### src/rtl/spi_pkg.sv
// spi_pkg: frame geometry, register map and controller states shared by the SPI controller and peripheral
package spi_pkg;
  localparam int SPI_FRAME_W = 16;
  localparam int SPI_ADDR_W = 7;
  localparam int SPI_DATA_W = 8;
  localparam logic [SPI_ADDR_W-1:0] ADDR_EN_OUT_7_0 = 7'h00;
  localparam logic [SPI_ADDR_W-1:0] ADDR_EN_OUT_15_8 = 7'h01;
  localparam logic [SPI_ADDR_W-1:0] ADDR_EN_PWM_7_0 = 7'h02;
  localparam logic [SPI_ADDR_W-1:0] ADDR_EN_PWM_15_8 = 7'h03;
  localparam logic [SPI_ADDR_W-1:0] ADDR_PWM_DUTY = 7'h04;
  typedef enum logic [1:0] {ST_IDLE, ST_SHIFT, ST_TAIL, ST_GAP} spi_state_e;
endpackage

### src/rtl/spi_sclk_gen.sv
// spi_sclk_gen: phase counter emitting alternating rise/fall strobes every CLK_DIV cycles while enabled
module spi_sclk_gen #(
  parameter int CLK_DIV = 4
) (
  input  logic clk,
  input  logic rst,
  input  logic en_i,
  output logic rise_o,
  output logic fall_o,
  output logic near_o
);
  localparam int PW = $clog2(CLK_DIV);
  logic [PW-1:0] cnt_q;
  logic lvl_q;
  logic tick;
  assign tick = en_i && cnt_q == PW'(CLK_DIV - 1);
  assign rise_o = tick && !lvl_q;
  assign fall_o = tick && lvl_q;
  // one cycle before the strobe, lets the owner register a pulse aligned with it
  assign near_o = en_i && cnt_q == PW'(CLK_DIV - 2);
  always_ff @(posedge clk) begin
    if (rst || !en_i) begin
      cnt_q <= '0;
      lvl_q <= 1'b0;
    end else begin
      cnt_q <= tick ? '0 : cnt_q + 1'b1;
      lvl_q <= lvl_q ^ tick;
    end
  end
endmodule

### src/rtl/spi_controller_tx.sv
// spi_controller_tx: mode-0 SPI write initiator serialising {rw, addr, data} MSB-first
module spi_controller_tx
  import spi_pkg::*;
#(
  parameter int CLK_DIV = 4,
  parameter int ADDR_W = SPI_ADDR_W,
  parameter int DATA_W = SPI_DATA_W
) (
  input  logic              clk,
  input  logic              rst,
  input  logic              req_valid,
  output logic              req_ready,
  input  logic              req_rw,
  input  logic [ADDR_W-1:0] req_addr,
  input  logic [DATA_W-1:0] req_data,
  output logic              ncs,
  output logic              sclk,
  output logic              copi,
  output logic              busy,
  output logic              done
);
  localparam int FW = 1 + ADDR_W + DATA_W;
  spi_state_e state_q, state_d;
  logic [FW-1:0] sh_q, sh_d;
  logic [4:0] bit_q, bit_d;
  logic sclk_q, sclk_d, ncs_q, ncs_d, copi_q, copi_d, busy_q, busy_d, done_q, done_d;
  logic rise, fall, near;
  spi_sclk_gen #(.CLK_DIV(CLK_DIV)) u_sclk_gen (
    .clk(clk), .rst(rst), .en_i(busy_q), .rise_o(rise), .fall_o(fall), .near_o(near)
  );
  always_comb begin
    state_d = state_q;
    sh_d = sh_q;
    bit_d = bit_q;
    sclk_d = sclk_q;
    ncs_d = ncs_q;
    copi_d = copi_q;
    busy_d = busy_q;
    done_d = 1'b0;
    case (state_q)
      ST_IDLE: if (req_valid) begin
        state_d = ST_SHIFT;
        sh_d = {req_rw, req_addr, req_data};
        bit_d = '0;
        copi_d = req_rw;
        ncs_d = 1'b0;
        busy_d = 1'b1;
      end
      ST_SHIFT: if (rise) sclk_d = 1'b1;
        else if (fall) begin
          sclk_d = 1'b0;
          state_d = bit_q == 5'(FW - 1) ? ST_TAIL : ST_SHIFT;
          bit_d = bit_q == 5'(FW - 1) ? bit_q : bit_q + 5'd1;
          sh_d = bit_q == 5'(FW - 1) ? sh_q : sh_q << 1;
          copi_d = bit_q == 5'(FW - 1) ? copi_q : sh_q[FW-2];
        end
      ST_TAIL: if (rise || fall) begin
        state_d = ST_GAP;
        ncs_d = 1'b1;
        copi_d = 1'b0;
      end
      ST_GAP: begin
        done_d = near;
        if (rise || fall) begin
          state_d = ST_IDLE;
          busy_d = 1'b0;
        end
      end
      default: state_d = ST_IDLE;
    endcase
  end
  always_ff @(posedge clk) begin
    if (rst) begin
      state_q <= ST_IDLE;
      sh_q <= '0;
      bit_q <= '0;
      sclk_q <= 1'b0;
      ncs_q <= 1'b1;
      copi_q <= 1'b0;
      busy_q <= 1'b0;
      done_q <= 1'b0;
    end else begin
      state_q <= state_d;
      sh_q <= sh_d;
      bit_q <= bit_d;
      sclk_q <= sclk_d;
      ncs_q <= ncs_d;
      copi_q <= copi_d;
      busy_q <= busy_d;
      done_q <= done_d;
    end
  end
  assign req_ready = !busy_q;
  assign ncs = ncs_q;
  assign sclk = sclk_q;
  assign copi = copi_q;
  assign busy = busy_q;
  assign done = done_q;
endmodule
### config.mk
export PLATFORM = sky130hd
export DESIGN_NAME = spi_controller_tx
export DESIGN_NICKNAME = d
export VERILOG_FILES = /design/src/rtl/spi_pkg.sv /design/src/rtl/spi_sclk_gen.sv /design/src/rtl/spi_controller_tx.sv
export SDC_FILE = /design/constraint.sdc
export NUM_CORES = 1
export LEC_CHECK = 0
export ABC_AREA = 1
export ABC_CLOCK_PERIOD_IN_PS = 2200
export BUFFER_PORTS_ARGS = -buffer_cell sky130_fd_sc_hd__buf_4
export CAP_MARGIN = 20
export CORE_ASPECT_RATIO = 1.2
export CORE_UTILIZATION = 23
export DETAILED_ROUTE_END_ITERATION = 16
export PLACE_DENSITY = 0.49
export SLEW_MARGIN = 20
export SYNTH_ARGS = -nofsm -noshare
export SYNTH_HDL_FRONTEND = slang
export SYNTH_SLANG_ARGS = --single-unit
### constraint.sdc
create_clock -name clk -period 2.2 [get_ports clk]
set_input_delay 0 -clock clk [delete_from_list [all_inputs] [get_ports clk]]
set_output_delay 0 -clock clk [all_outputs]
set_load 0.05 [all_outputs]
Word level (Yosys, flattened, before mapping)

Index checks and enable logic that the tools add are counted.

Bits in registers: 30
Input bits: 19
Output and inout bits: 6
Logic and storage cells: 78

Add/subtract/negate cells: 2
Equality and inequality tests: 12
Multiplexer cells: 30
Bitwise gates (word level): 2
Reduce and logical (&&, ||, !) cells: 22

Operators with widths:

| operator            | number |
|---|---|
| $mux 15             | 4 |
| $pmux 15 s2         | 1 |
| $mux 5              | 4 |
| $mux 2              | 6 |
| $ne 2x2->1 const B  | 6 |
| $mux 1              | 10 |
| $pmux 5 s2          | 1 |
| $reduce_and 5->1    | 2 |
| $eq 2x2->1 const B  | 4 |
| $pmux 2 s4          | 1 |
| $reduce_bool 2->1   | 4 |
| $reduce_and 3->1    | 2 |
| $reduce_and 6->1    | 1 |
| $add 5x1->5 const B | 1 |
| $eq 5x4->1 const B  | 1 |
| $logic_and 1x1->1   | 4 |
| $pmux 1 s2          | 2 |
| $reduce_or 2->1     | 2 |
| $pmux 1 s3          | 1 |
| $reduce_bool 3->1   | 1 |
| $add 2x1->2 const B | 1 |
| $eq 2x1->1 const B  | 1 |
| $logic_not 1->1     | 2 |
| $logic_not 2->1     | 1 |
| 4 further kinds     | 5 |

Logic depth before layout (Yosys ltp)

Gate-level depths: netlist of run 1.

Word-level depth: 6
Depth in mapped cells: 12
Depth with buffers taken out: 12

By module

From an unflattened synthesis of run 1, not the netlist that was laid out.

Cells, all modules: 245
Area, all modules: 1,641.6 µm²

By module, submodules not included:

| module            | instances | cells an instance | area each (µm²) | seq. area each (µm²) |
|---|---|---|---|---|
| spi_controller_tx | 1         | 225               | 1,476.4         | 540.5 |
| spi_sclk_gen      | 1         | 20                | 165.2           | 60.1 |

Worst setup path before layout of run 1

OpenSTA, ideal clock, no wires.

Path type: reg-to-reg
Start: register busy_q (netlist: busy)
End: register sh_q[10]
Library setup time: 0.065 ns
Arrival: 1.713 ns
Data required time: 2.135 ns
Slack: 0.422 ns
Stages on the path, launching flop included: 11
Cell sequence: dfxtp_1 > nand2_1 > inv_1 > ha_1 > inv_1 > nand2_1 > nand3_1 > nor2_8 > buf_6 > nor2_2 > nor2_1

Word-level cells in the longest chain between the ends: 4
Elaborated cells on any way between the ends: 6
Those cells by class: eq/ne (2); reduce/logical (4)

Ends and longest elaborated chain:

| what                                        | line                                   | text |
|---|---|---|
| start: declaration                          | spi_controller_tx.sv:26                | `logic sclk_q, sclk_d, ncs_q, ncs_d, copi_q, copi_d, busy_q, busy_d, done_q, done_d;` |
| start signal: assignment                    | spi_controller_tx.sv:89                | `busy_q <= busy_d;` |
| $logic_and 1x1->1 *                         | spi_sclk_gen.sv:16                     | `assign tick = en_i && cnt_q == PW'(CLK_DIV - 1);` |
| $logic_and 1x1->1, on equally long branches | spi_sclk_gen.sv:18, spi_sclk_gen.sv:17 |  |
| $ne 2x2->1 (no source line)                 | -                                      |  |
| $reduce_and 5->1 (no source line) *         | -                                      |  |
| end signal: assignment                      | spi_controller_tx.sv:75                | `sh_q <= '0;` |
| end signal: assignment                      | spi_controller_tx.sv:84                | `sh_q <= sh_d;` |
| end: declaration                            | spi_controller_tx.sv:24                | `logic [FW-1:0] sh_q, sh_d;` |

Every way passes the cells marked *; elsewhere a longest branch is shown, timed or not.
A chain may end at the register's enable or synchronous reset.

Worst setup path in the final report of run 1

Start: register state_q[0]
End: register bit_q[1]

Word-level cells in the longest chain between the ends: 3
Elaborated cells on any way between the ends: 9
Those cells by class: eq/ne (5); mux (1); reduce/logical (3)

Ends and longest elaborated chain:

| what                                                                    | line                    | text |
|---|---|---|
| start: declaration                                                      | spi_controller_tx.sv:23 | `spi_state_e state_q, state_d;` |
| start signal: assignment                                                | spi_controller_tx.sv:83 | `state_q <= state_d;` |
| $eq 2x1->1 / $logic_not 2->1 (equally long branches)                    | spi_controller_tx.sv:40 | `case (state_q)` |
| $ne 2x2->1 (no source line) / $reduce_bool 2->1 (equally long branches) | -                       |  |
| $reduce_and 5->1 (no source line)                                       | -                       |  |
| end signal: assignment                                                  | spi_controller_tx.sv:85 | `bit_q <= bit_d;` |
| end: declaration                                                        | spi_controller_tx.sv:25 | `logic [4:0] bit_q, bit_d;` |

Parallel ways exist; a longest one is shown, timed or not.

==> results.py, run 1 <==
metrics = {
    "run_status": {
        "run_status": "complete, no violations",
    },
    "global_routing": {
        "grt_start_max_net_pins": 20,
        "antenna_found_initial": 0,
        "overflow": 0,
        "grtUsageTotal": 0.110,
        "grt_pass1_vias": 1414,
        "grt_pass1_wl_mm": 6.24,
    },
    "setup_path": {
        "arrival_ns": 2.12,
        "required_ns": 2.37,
        "cp_slowest_cell": "dfxtp_1",
        "max_stage_delay_ns": 0.47,
        "criticalPathCategory": "flop to flop",
        "critical_path.cell_chain": "inv_1 -> ha_1 -> nand2_2 -> nand3_1 -> nor2_8 -> nand2_1 -> o21ai_0 -> nor2_1",
        "crit_path_max_fanout": 19,
        "endpoint_kind": "flop",
        "startpoint_type": "flop",
    },
    "die": {
        "die_w_um": 78.6,
        "rows": 33,
        "initial_utilization": 0.237,
        "die-area_mm2": 0.00737,
        "ios": 25,
        "dieHeight_um": 93.9,
        "core-area_mm2": 0.00681,
    },
    "clock_tree": {
        "clk_latency_ns": 0.28,
        "cts_made_buffers": 5,
        "cts_num_sinks": 30,
        "cts_tree": "yes",
        "clockBufferDepth": 2,
        "post_cts_buffers": 0,
        "cts.htree.levels": 2,
        "path_clk_slew_ns": 0.06,
        "cts-root-buf": "clkbuf_8",
    },
    "power": {
        "power_density_mw_per_mm2": 1210,
        "p_clk_frac": 0.188,
        "p_seq_frac": 0.328,
        "leakage_uw": 0.000954,
        "p_int_uw": 1340,
        "combPwrFrac": 0.484,
        "peakVddDrop_v": 0.000348,
        "switching_share": 0.447,
        "p_switching_uw": 1090,
    },
    "routing": {
        "drt_iter0_drc": 46,
        "via_per_inst": 4.15,
        "drc": 0,
        "antenna_left": 0,
        "first_pass_iters": 4,
        "wl_per_cell_um": 10.3,
        "drt_wl_total_mm": 3.69,
        "num_vias": 1480,
    },
    "yosys": {
        "syn_area_per_cell_um2": 6.77,
        "ys_ff_latch": 30,
        "syn_area_mm2": 0.00162,
        "synth_cell_type_count": 21,
        "syn-instance-count": 239,
        "ys_seq_area_frac": 0.371,
        "synth_warnings": 0,
        "syn_nets": 269,
    },
    "sta": {
        "final-hold-violation-count": 0,
        "slew_headroom": 0.704,
        "worst_pin_slew_ns": 0.439,
        "rsz0062_at_grt": "false",
        "setup_violations": 0,
        "period_share": 0.883,
        "fin_crit_ns": 1.94,
        "clock_skew_ns": 0.00603,
        "report.final.slew_viol_count": 0,
        "whs_ns": 0.0307,
        "fmax_ghz": 0.515,
        "fin_tns_setup_ns": 0,
    },
    "final_layout": {
        "nFillCells": 775,
        "antenna_cells": 0,
        "drive_gt1_frac": 0.193,
        "fin_nets": 299,
        "final_core_util": 0.294,
        "syn2layout_area_growth_pct": 23.9,
        "layoutNonFillerInstCount": 357,
    },
    "placed_design": {
        "io_buffers": 24,
        "gp_congestion": 0.751,
        "dpl.hpwl_mm": 2.62,
        "dp.cells": 347,
    },
    "flow_run": {
        "drv_cap": 0,
    },
    "worst_hold_path": {
        "hp-class": "input pin to flop",
    },
}
[sequential cells by signal, indices dropped and copies added (netlist names), named ones only]
signal            flops
done                  1
state_q               1
u_sclk_gen.lvl_q      1
u_sclk_gen.cnt_q      2
busy                  1
copi                  1
ncs                   1
sh_q                 15
sclk                  1
bit_q                 5
[final cells by class]
type | instances | area [um2] | share of cell area
repair buffers | 30 | 230 | 0.115
inverters | 23 | 86.3 | 0.0431
clock inverters | 1 | 5.00 | 0.00250
multi-input cells | 179 | 887 | 0.443
flip-flops and latches | 30 | 601 | 0.300
clock buffers | 7 | 86.3 | 0.0431
well taps | 87 | 109 | 0.0543
[cell families after synthesis]
group                    after synthesis  synth area share
flip-flops                            30             0.371
buffers and inverters                 30            0.0804
AO/OA/AOI/OAI                         29            0.0897
adder cells (fa/ha/maj)               11            0.0851
AND/OR/NAND/NOR                      139             0.374
[path summary, 6_finish.rpt]
check	from	end	slack, ns	depth (start not counted)
worst min-delay path	req_data[0]	sh_q[0]	0.03	3
worst max-delay path	state_q[0]	bit_q[1]	0.26	8
worst max register to register	state_q[0]	bit_q[1]	0.26	8
worst min register to register	u_sclk_gen.cnt_q[0]	u_sclk_gen.cnt_q[0]	0.46	1
[per-stage QoR]
stage | total power [uW] | cell area, um2 | worst slack, ns
after floorplan | 1740 | 1620 | 0.422
after global placement | 2000 | 1890 | 0.228
after detailed placement | 2000 | 1890 | 0.249
after CTS | 2470 | 2000 | 0.248
after global routing | 2670 | 2000 | 0.0619
final | 2430 | 2000 | 0.258
[power by group through the flow]
stage | Clock, uW | Sequential, uW | Combinational (uW)
4_1_cts | 477 | 798 | 1200
5_1_grt | 500 | 824 | 1340
3_3_place_gp | 0 | 810 | 1190
3_5_place_dp | 0 | 810 | 1190
2_1_floorplan | 0 | 863 | 874
6_report | 457 | 798 | 1180
[per-layer routing]
metal  global-route usage  vias up  part of all wire
met3               0.0320        8             0.029
met1                0.131      647              0.48
met5                    0        -                 0
li1                     -      806                 -
met4               0.0478        0             0.025
met2                0.182       19              0.47
[timing repair]
action	4_1_cts	5_1_grt
hold buffers	2	0
gates resized for setup	0	0
endpoints found under the hold margin	6	0
[cells in the mapped netlist]
library cell / count / share of area
nand2_2: 3 / 0.012
nor2_8: 1 / 0.012
nand4_1: 4 / 0.015
a21oi_1: 8 / 0.025
o21ai_1: 2 / 0.0062
o21ai_0: 19 / 0.059
clkbuf_1: 2 / 0.0046
buf_6: 1 / 0.0070
nand2_1: 75 / 0.17
nor2_1: 33 / 0.077
ha_1: 11 / 0.085
inv_1: 21 / 0.049
nor2_2: 10 / 0.039
buf_2: 2 / 0.0062
buf_4: 2 / 0.0093
inv_2: 2 / 0.0046
nand3_1: 9 / 0.028
nor3_1: 2 / 0.0062
nor3b_1: 1 / 0.0046
dfxtp_1: 30 / 0.37
nand3_2: 1 / 0.0062
[cell usage in the layout (no fill, tap or decap), types with 3 or more instances in the layout]
| cell type | Yosys | layout |
|---|---|---|
| inv_1 | 21 | 21 |
| buf_4 | 2 | 28 |
| ha_1 | 11 | 11 |
| a21oi_1 | 8 | 8 |
| nand2_2 | 3 | 3 |
| nand4_1 | 4 | 4 |
| nand2_1 | 75 | 75 |
| o21ai_0 | 19 | 19 |
| nand3_1 | 9 | 9 |
| nor2_1 | 33 | 33 |
| dfxtp_1 | 30 | 30 |
| clkbuf_8 | 0 | 6 |
| nor2_2 | 10 | 10 |
[worst max-delay path, delay by kind of cell (launching register included)]
family,cells,cell delay (ns)
compound gates,1,0.08
flops,1,0.47
buf+inv,1,0.12
fa+ha+maj,1,0.31
simple gates,5,0.86
(Power assumes the default switching activity.)
==> run 2, diff against run 1 <==
--- a/config.mk
+++ b/config.mk
@@ -10,6 +10,7 @@
 export BUFFER_PORTS_ARGS = -buffer_cell sky130_fd_sc_hd__buf_4
 export CAP_MARGIN = 20
 export CORE_ASPECT_RATIO = 1.2
+export CORE_MARGIN = 5
 export CORE_UTILIZATION = 23
 export DETAILED_ROUTE_END_ITERATION = 16
 export PLACE_DENSITY = 0.49
==> run 2 against run 1 <==
Effect of this change:
- fmax grew 0.69%
- critical endpoint unchanged
- combinational power is essentially flat
- sequential power increased by 0.6%
- total power is 2.9% higher
==> results.py, run 2 (synthesis gave the netlist of run 1 again) <==
metrics = {
    "clock_tree": {
        "clk_latency_ns": 0.28,
        "cts.htree.levels": 2,
        "cts-root-buf": "clkbuf_8",
        "cts_num_sinks": 30,
        "post_cts_buffers": 0,
        "clockBufferDepth": 2,
        "path_clk_slew_ns": 0.07,
        "cts_made_buffers": 5,
        "cts_tree": "yes",
    },
    "sta": {
        "setup_violations": 0,
        "fin_tns_setup_ns": 0,
        "rsz0062_at_grt": "false",
        "worst_pin_slew_ns": 0.393,
        "fin_crit_ns": 1.93,
        "period_share": 0.877,
        "final-hold-violation-count": 0,
        "clock_skew_ns": 0.00524,
        "report.final.slew_viol_count": 0,
        "whs_ns": 0.0296,
        "fmax_ghz": 0.518,
        "slew_headroom": 0.735,
    },
    "final_layout": {
        "layout_common_cells": "nand2_1, nor2_1, dfxtp_1, buf_4, inv_1",
        "final_common_cell": "nand2_1",
        "top_register": "sh_q",
        "final_core_util": 0.292,
        "antenna_cells": 0,
        "largest_reg_flops": 15,
        "top_regs": "sh_q (15), bit_q (5), u_sclk_gen.cnt_q (2)",
        "drive_gt1_frac": 0.190,
        "syn2layout_area_growth_pct": 23.9,
        "fin_nets": 297,
    },
    "global_routing": {
        "overflow": 0,
        "grt_start_max_net_pins": 20,
        "antenna_found_initial": 0,
        "grt_pass1_wl_mm": 6.42,
        "grtUsageMet3": 0.0282,
        "grtUsageMet2": 0.154,
        "grtUsageTotal": 0.0918,
        "grt_pass1_vias": 1437,
        "use_met1": 0.112,
        "busiest_layer": "met2",
    },
    "routing": {
        "drt_iter0_drc": 54,
        "first_pass_iters": 4,
        "wl_per_cell_um": 10.5,
        "via_per_inst": 4.17,
        "antenna_left": 0,
        "num_vias": 1482,
        "drt_wl_total_mm": 3.72,
        "drc": 0,
    },
    "die": {
        "core-area_mm2": 0.00685,
        "ios": 25,
        "die_w_um": 86.6,
        "dieHeight_um": 102,
        "rows": 33,
        "die-area_mm2": 0.00882,
        "initial_utilization": 0.236,
    },
    "run_status": {
        "run_status": "complete, no violations",
    },
    "setup_path": {
        "required_ns": 2.37,
        "endpoint_kind": "flop",
        "criticalPathCategory": "flop to flop",
        "startpoint_type": "flop",
        "arrival_ns": 2.10,
        "r2r_setup_slack_ns": 0.27,
        "r2r_cells": 8,
        "crit_path_max_fanout": 19,
    },
    "placed_design": {
        "gp_congestion": 0.805,
        "dpl.hpwl_mm": 2.74,
        "io_buffers": 24,
    },
    "flow_run": {
        "drv_cap": 0,
    },
    "power": {
        "p_total_uw": 2500,
        "power_density_mw_per_mm2": 1250,
        "peakVddDrop_v": 0.000365,
        "leakage_uw": 0.000948,
    },
    "worst_hold_path": {
        "whs_path_depth": 3,
        "hp-class": "input pin to flop",
    },
}
run 2: metal layers:
| layer | part of all wire | wire [um] |
|---|---|---|
| met1 | 0.48 | 1790 |
| met2 | 0.47 | 1770 |
| met3 | 0.042 | 156 |
| met4 | 0.0027 | 10 |
| met5 | 0 | 0 |
run 2: path summary, 6_finish.rpt:
check                      startpoint             endpoint
setup reg to reg           state_q[0]             bit_q[1]
hold / removal              req_valid                 busy
hold reg to reg   u_sclk_gen.cnt_q[0]  u_sclk_gen.cnt_q[0]
setup / recovery           state_q[0]             bit_q[1]
run 2: what timing repair did:
action	CTS	global route
endpoints found under the hold margin	5	0
gates resized for setup	0	1
endpoints found under the setup margin	0	2
hold buffers	1	0
run 2: per-stage QoR:
step                instances  setup slack (ns)  area (um2)
floorplan                 239             0.422        1620
global placement          346             0.288        1890
detailed placement        346             0.237        1890
CTS                       355             0.237        2000
global route              355            0.0459        2000
finish                    355             0.271        2000
run 2: area by class of cell:
type                    count  area [um2]
clock buffers               7        76.3
clock inverters             1        30.0
fillers                   822        4850
inverters                  23        86.3
multi-input cells         179         890
flip-flops and latches     30         601
well taps                  87         109
repair buffers             28         213
run 2: worst max-delay path, cell delays in order, from the launching register on:
cell     delay [ns]
dfxtp_1        0.47
inv_1          0.13
ha_1           0.31
nand2_2        0.17
nand3_1        0.19
nor2_8         0.34
nand2_1        0.08
o21ai_0        0.08
nor2_1         0.05
run 2: power by group:
group	internal, uW	switching [uW]
Combinational	390	764
Clock	339	207
Sequential	696	107
Total	1420	1080
